<file path="config.mk">
export PLATFORM = sky130hd
export DESIGN_NAME = instr_fetch_unit
export DESIGN_NICKNAME = d
export VERILOG_FILES = /design/src/rtl/riscvx_pkg.sv /design/src/rtl/fetch_fifo.sv /design/src/rtl/instr_fetch_unit.sv
export SDC_FILE = /design/constraint.sdc
export NUM_CORES = 1
export LEC_CHECK = 0
export BUFFER_PORTS_ARGS = -buffer_cell sky130_fd_sc_hd__buf_2
export CELL_PAD_IN_SITES_DETAIL_PLACEMENT = 0
export CELL_PAD_IN_SITES_GLOBAL_PLACEMENT = 2
export CORE_UTILIZATION = 34
export CTS_BUF_LIST = sky130_fd_sc_hd__clkbuf_4 sky130_fd_sc_hd__clkbuf_8 sky130_fd_sc_hd__clkbuf_16
export DETAILED_ROUTE_END_ITERATION = 6
export PLACE_DENSITY_LB_ADDON = 0.1
export RECOVER_POWER = 25
export SYNTH_ARGS = -nofsm -noshare
export SYNTH_HDL_FRONTEND = slang
export SYNTH_HIERARCHICAL = 1
export SYNTH_SLANG_ARGS = --single-unit
</file>
<file path="constraint.sdc">
create_clock -name clk -period 8.75 [get_ports clk]
set_input_delay 0.875 -clock clk [delete_from_list [all_inputs] [get_ports clk]]
set_output_delay 0.875 -clock clk [all_outputs]
set_load 0.05 [all_outputs]
</file>
<file path="src/rtl/riscvx_pkg.sv">
// Shared fetch-path definitions: queue depth, bubble instruction, queue entry layout.
package riscvx_pkg;

  localparam int          FQ_DEPTH  = 2;
  localparam logic [31:0] NOP_INSTR = 32'h0000_0013;

  typedef struct packed {
    logic [31:0] pc;
    logic [31:0] instr;
    logic        misalign;
  } fq_entry_t;

endpackage

</file>
<file path="src/rtl/fetch_fifo.sv">
// Small circular fetch queue with push/pop/flush and an occupancy count.
module fetch_fifo
  import riscvx_pkg::*;
#(
  parameter  int DEPTH = FQ_DEPTH,
  localparam int PW    = (DEPTH > 1) ? $clog2(DEPTH) : 1,
  localparam int CW    = $clog2(DEPTH + 1)
) (
  input  logic          clk,
  input  logic          reset,
  input  logic          push,
  input  logic          pop,
  input  logic          flush,
  input  fq_entry_t     wdata,
  output fq_entry_t     rdata,
  output logic [CW-1:0] count
);

  fq_entry_t         mem [DEPTH];
  logic [PW-1:0]     rd_ptr, wr_ptr;

  function automatic logic [PW-1:0] ptr_inc(input logic [PW-1:0] p);
    return (p == PW'(DEPTH - 1)) ? '0 : p + 1'b1;
  endfunction

  assign rdata = mem[rd_ptr];

  // Pointers and count; flush and reset both empty the queue.
  always_ff @(posedge clk) begin
    if (reset || flush) begin
      rd_ptr <= '0;
      wr_ptr <= '0;
      count  <= '0;
    end else begin
      if (push) wr_ptr <= ptr_inc(wr_ptr);
      if (pop)  rd_ptr <= ptr_inc(rd_ptr);
      count <= count + CW'(push) - CW'(pop);
    end
  end

  // Entry storage needs no reset; count decides what is visible.
  always_ff @(posedge clk) begin
    if (push && !flush && !reset) mem[wr_ptr] <= wdata;
  end

endmodule

</file>
<file path="src/rtl/instr_fetch_unit.sv">
// Fetch issue/flush control in front of a 2-entry fetch queue.
// A request issued in cycle t returns data in t+1 and is pushed at the end of t+1.
module instr_fetch_unit #(
  parameter int          FQ_DEPTH  = riscvx_pkg::FQ_DEPTH,
  parameter logic [31:0] NOP_INSTR = riscvx_pkg::NOP_INSTR
) (
  input  logic        clk,
  input  logic        reset,
  input  logic [31:0] PC_next,
  input  logic        j_br,
  input  logic        HDU_stall,
  output logic        imem_en,
  output logic [31:0] imem_addr,
  input  logic [31:0] imem_rdata,
  output logic        fetch_stall,
  output logic        valid_ID,
  output logic [31:0] PC_ID,
  output logic [31:0] instr_ID,
  output logic        misalign_ID
);
  import riscvx_pkg::*;

  localparam int CW = $clog2(FQ_DEPTH + 1);
  localparam int OW = CW + 1;

  logic          inflight_q, inflight_mis_q;
  logic [31:0]   inflight_pc_q;
  logic [CW-1:0] fq_count;
  logic [OW-1:0] occ;
  logic          deq, push;
  fq_entry_t     head, push_data;

  // Issue only if the queue can absorb the response after this cycle's pop;
  // a redirect always issues because the flush makes room.
  assign valid_ID    = ~reset & (fq_count != '0) & ~j_br;
  assign deq         = valid_ID & ~HDU_stall;
  assign occ         = OW'(fq_count) + OW'(inflight_q) - OW'(deq);
  assign imem_en     = ~reset & (j_br | (occ <= OW'(1)));
  assign fetch_stall = ~imem_en;
  assign imem_addr   = {PC_next[31:2], 2'b00};

  // The response landing during a redirect belongs to the old path.
  assign push      = inflight_q & ~j_br;
  assign push_data = '{pc: inflight_pc_q, instr: imem_rdata, misalign: inflight_mis_q};

  fetch_fifo #(.DEPTH(FQ_DEPTH)) u_fifo (
    .clk   (clk),
    .reset (reset),
    .push  (push),
    .pop   (deq),
    .flush (j_br),
    .wdata (push_data),
    .rdata (head),
    .count (fq_count)
  );

  // Track the single outstanding request and the PC it was issued for.
  always_ff @(posedge clk) begin
    if (reset) begin
      inflight_q <= 1'b0;
    end else begin
      inflight_q <= imem_en;
      if (imem_en) begin
        inflight_pc_q  <= PC_next;
        inflight_mis_q <= (PC_next[1:0] != 2'b00);
      end
    end
  end

  // Head presentation; an empty queue shows a bubble.
  always_comb begin
    PC_ID       = '0;
    instr_ID    = NOP_INSTR;
    misalign_ID = 1'b0;
    if (fq_count != '0) begin
      PC_ID       = head.pc;
      instr_ID    = head.instr;
      misalign_ID = head.misalign;
    end
  end

endmodule

</file>
==> flow_metrics.tcl <==
set metrics [dict create \
    critPathCaptureType "output pin" \
    cts_buffers 17 \
    power_mw 1.81 \
    cts_root_buffer "clkbuf_16" \
    finalCritPeriodShare_pct 52.3 \
    dieArea_um2 21000 \
    io_pins 168 \
    synth.avg_cell_area_um2 18.4 \
    synth_edf_count 163 \
    grt_pass1_wl_mm 19.1 \
    relSlewSlack_pct 33.2 \
    core-area_um2 19800 \
    yosysSeqAreaShare_pct 72.0 \
    final_common_cell "edfxtp_1" \
    ir_worst_vdd_mv 0.128 \
    cts-hold-fix-buffers 0 \
    antenna_cells 0 \
    grt_start_max_net_pins 67 \
    crit_required_ns 7.88 \
    cap_violations 0 \
    area_delta_synth_final_pct 20.3 \
    crit_path_cell_trace "buf_2 -> nor4_1 -> ha_1 -> inv_1 -> ha_1 -> fa_1 -> nor2_1 -> a21o_2 -> buf_4 -> buf_2" \
    top_usage_layer "met2" \
    path_class "input pin to output pin" \
    layout_common_cells "edfxtp_1 (163), buf_2 (159), nor2b_1 (64), mux2_4 (50), clkbuf_16 (17)" \
    wl_per_cell_um 15.5 \
    tightest_slew_ns 1.00 \
    yosys_warnings 6 \
    status "completed" \
    drc_errors 0 \
    powerDensity_nw_per_um2 216 \
    postCtsSetupBuffers 0 \
    slew_viol_final 0 \
    fill_cells 1826 \
    htreeDepth 4 \
    tns_ns 0 \
    fp.dieW_um 145 \
    hold_path_class "register to register" \
    min_period_ns 4.58 \
    fin_area_um2 8380 \
    layout-drive-gt1-share_pct 49.5 \
    worst-path-max-fanout 34 \
    cts_max_path_buffers 2 \
    grtUsageTotal_pct 12.1 \
    synth_cells 379 \
    vias 3454 \
    synth_cell_type_count 26 \
    critPathMaxStageDelay_ns 0.58 \
    drt_iter0_markers 122 \
    finalSetupViolations 0 \
    worst_path_dominant_cell_family "buffers and inverters" \
    critical-path-slowest-cell "nor4_1" \
    gr-usage-met2_pct 20.0 \
    firstDrtPassIters 4 \
    rsz0062_at_grt "no" \
    cts.clk_slew.worst_paths_ns 0.06 \
    crit_arrival_ns 3.70 \
    ff_latch_area_um2 5020 \
    crit_buf_inv 4 \
    portBuffers 165 \
    routed_via_density 4.32 \
    postRouteAntennaNets 0 \
    grt_pass1_vias 3511 \
    nets 595 \
    overflow 0 \
    use_met1_pct 14.9 \
    async_flop_share_pct 0 \
    cts_resized 0 \
    cp-start-kind "input pin" \
    wirelength_mm 12.4 \
    gp_congestion 0.704 \
    multi_input_area_um2 1580 \
    placed_area_um2 7800 \
    use_met3_pct 3.21 \
    synth-seq-cells 169 \
    finClkSkew_ns 0.00752 \
    hold_viol 0 \
    dpl.hpwl_mm 7.24 \
    rows 51 \
    fmax_mhz 218 \
    synth_top_flop_cell "edfxtp_1" \
    syn_area_um2 6960 \
    p_leak_nw 3.19 \
    die_h_um 145 \
    antenna_found_initial 0 \
    clk_latency_ns 0.41 \
    initial_core_util_pct 35.2 \
    cts_num_sinks 169 \
    tritoncts "done" \
    whs_ns 0.445 \
]
## where the power goes
part / switching [mW] / total [mW] / internal (mW)
registers: 0.00857 / 0.927 / 0.918
logic: 0.116 / 0.157 / 0.0415
clock network: 0.301 / 0.726 / 0.425
total: 0.426 / 1.81 / 1.38
## layer usage
layer	up-vias	routed length (um)	part of all wire (%)
met3	9	579	4.7
met5	-	0	0
li1	1635	-	-
met2	109	5920	48
met1	1701	5730	46
met4	0	156	1.3
## worst paths after layout
path / startpoint / end / slack [ns] / cells past startpoint
worst min-delay path: inflight_pc_q[22]$_DFFE_PP_ / u_fifo/mem[1][55]$_DFFE_PP_ / 0.45 / 0
worst min register to register: inflight_pc_q[22]$_DFFE_PP_ / u_fifo/mem[1][55]$_DFFE_PP_ / 0.45 / 0
worst max-delay path: reset / imem_en / 4.17 / 10
worst max register to register: u_fifo/count[1]$_SDFF_PP0_ / inflight_mis_q$_DFFE_PP_ / 5.67 / 9
## per-stage QoR
| stage | std cells | worst slack, ns | util, % |
|---|---|---|---|
| after floorplan | 380 | 0.224 | - |
| after global routing | 800 | 3.95 | 42.3 |
| final | 800 | 4.17 | 42.3 |
| after CTS | 800 | 4.10 | 42.4 |
| after detailed placement | 768 | 4.11 | 39.4 |
| after global placement | 768 | 4.19 | 39.4 |
## logic make-up after synthesis
| group | count (synthesis) | share of synthesized area (%) |
|---|---|---|
| flip-flops | 169 | 72.0 |
| AO/OA/AOI/OAI | 3 | 0.287 |
| buffers and inverters | 52 | 5.63 |
| XOR/XNOR | 4 | 0.701 |
| multiplexers | 65 | 13.2 |
| AND/OR/NAND/NOR | 80 | 7.06 |
| adder cells (fa/ha/maj) | 5 | 1.01 |
| other | 1 | 0.0539 |
## worst register-to-register path: cells and delay by family, from the launching register on
kind,cells,cell delay (ns)
fa+ha+maj,3,0.91
simple gates,3,0.72
flops,1,0.45
buf+inv,2,0.45
compound gates,1,0.15
## registers in the layout, summed over array words and instances, names as in the netlist, named ones only
signal          flops
inflight_q          1
inflight_pc_q      32
u_fifo/count        2
u_fifo/rd_ptr       1
u_fifo/wr_ptr       1
u_fifo/mem        130
inflight_mis_q      1
## layout make-up
class	count	share of cell area (%)
Clock buffer	18	5.17
Clock inverter	14	1.76
Inverter	6	0.269
Multi-Input combinational cell	159	18.8
Sequential cell	169	59.9
Tap cell	265	3.96
Timing Repair Buffer	169	10.1
## synth_stat cells (2+ instances only)
library cell,instances,share of area (%)
edfxtp_1,163,70
nor2b_1,64,5.8
mux2_4,50,11
buf_4,33,3.6
mux2_2,15,2.4
buf_6,9,1.5
dfxtp_1,6,1.7
inv_1,6,0.32
nor3_1,5,0.36
buf_2,4,0.29
ha_1,4,0.72
or2_1,3,0.27
a21o_1,2,0.22
nor2_1,2,0.11
xnor2_1,2,0.25
Note: power is estimated with default switching activity, not from simulation.
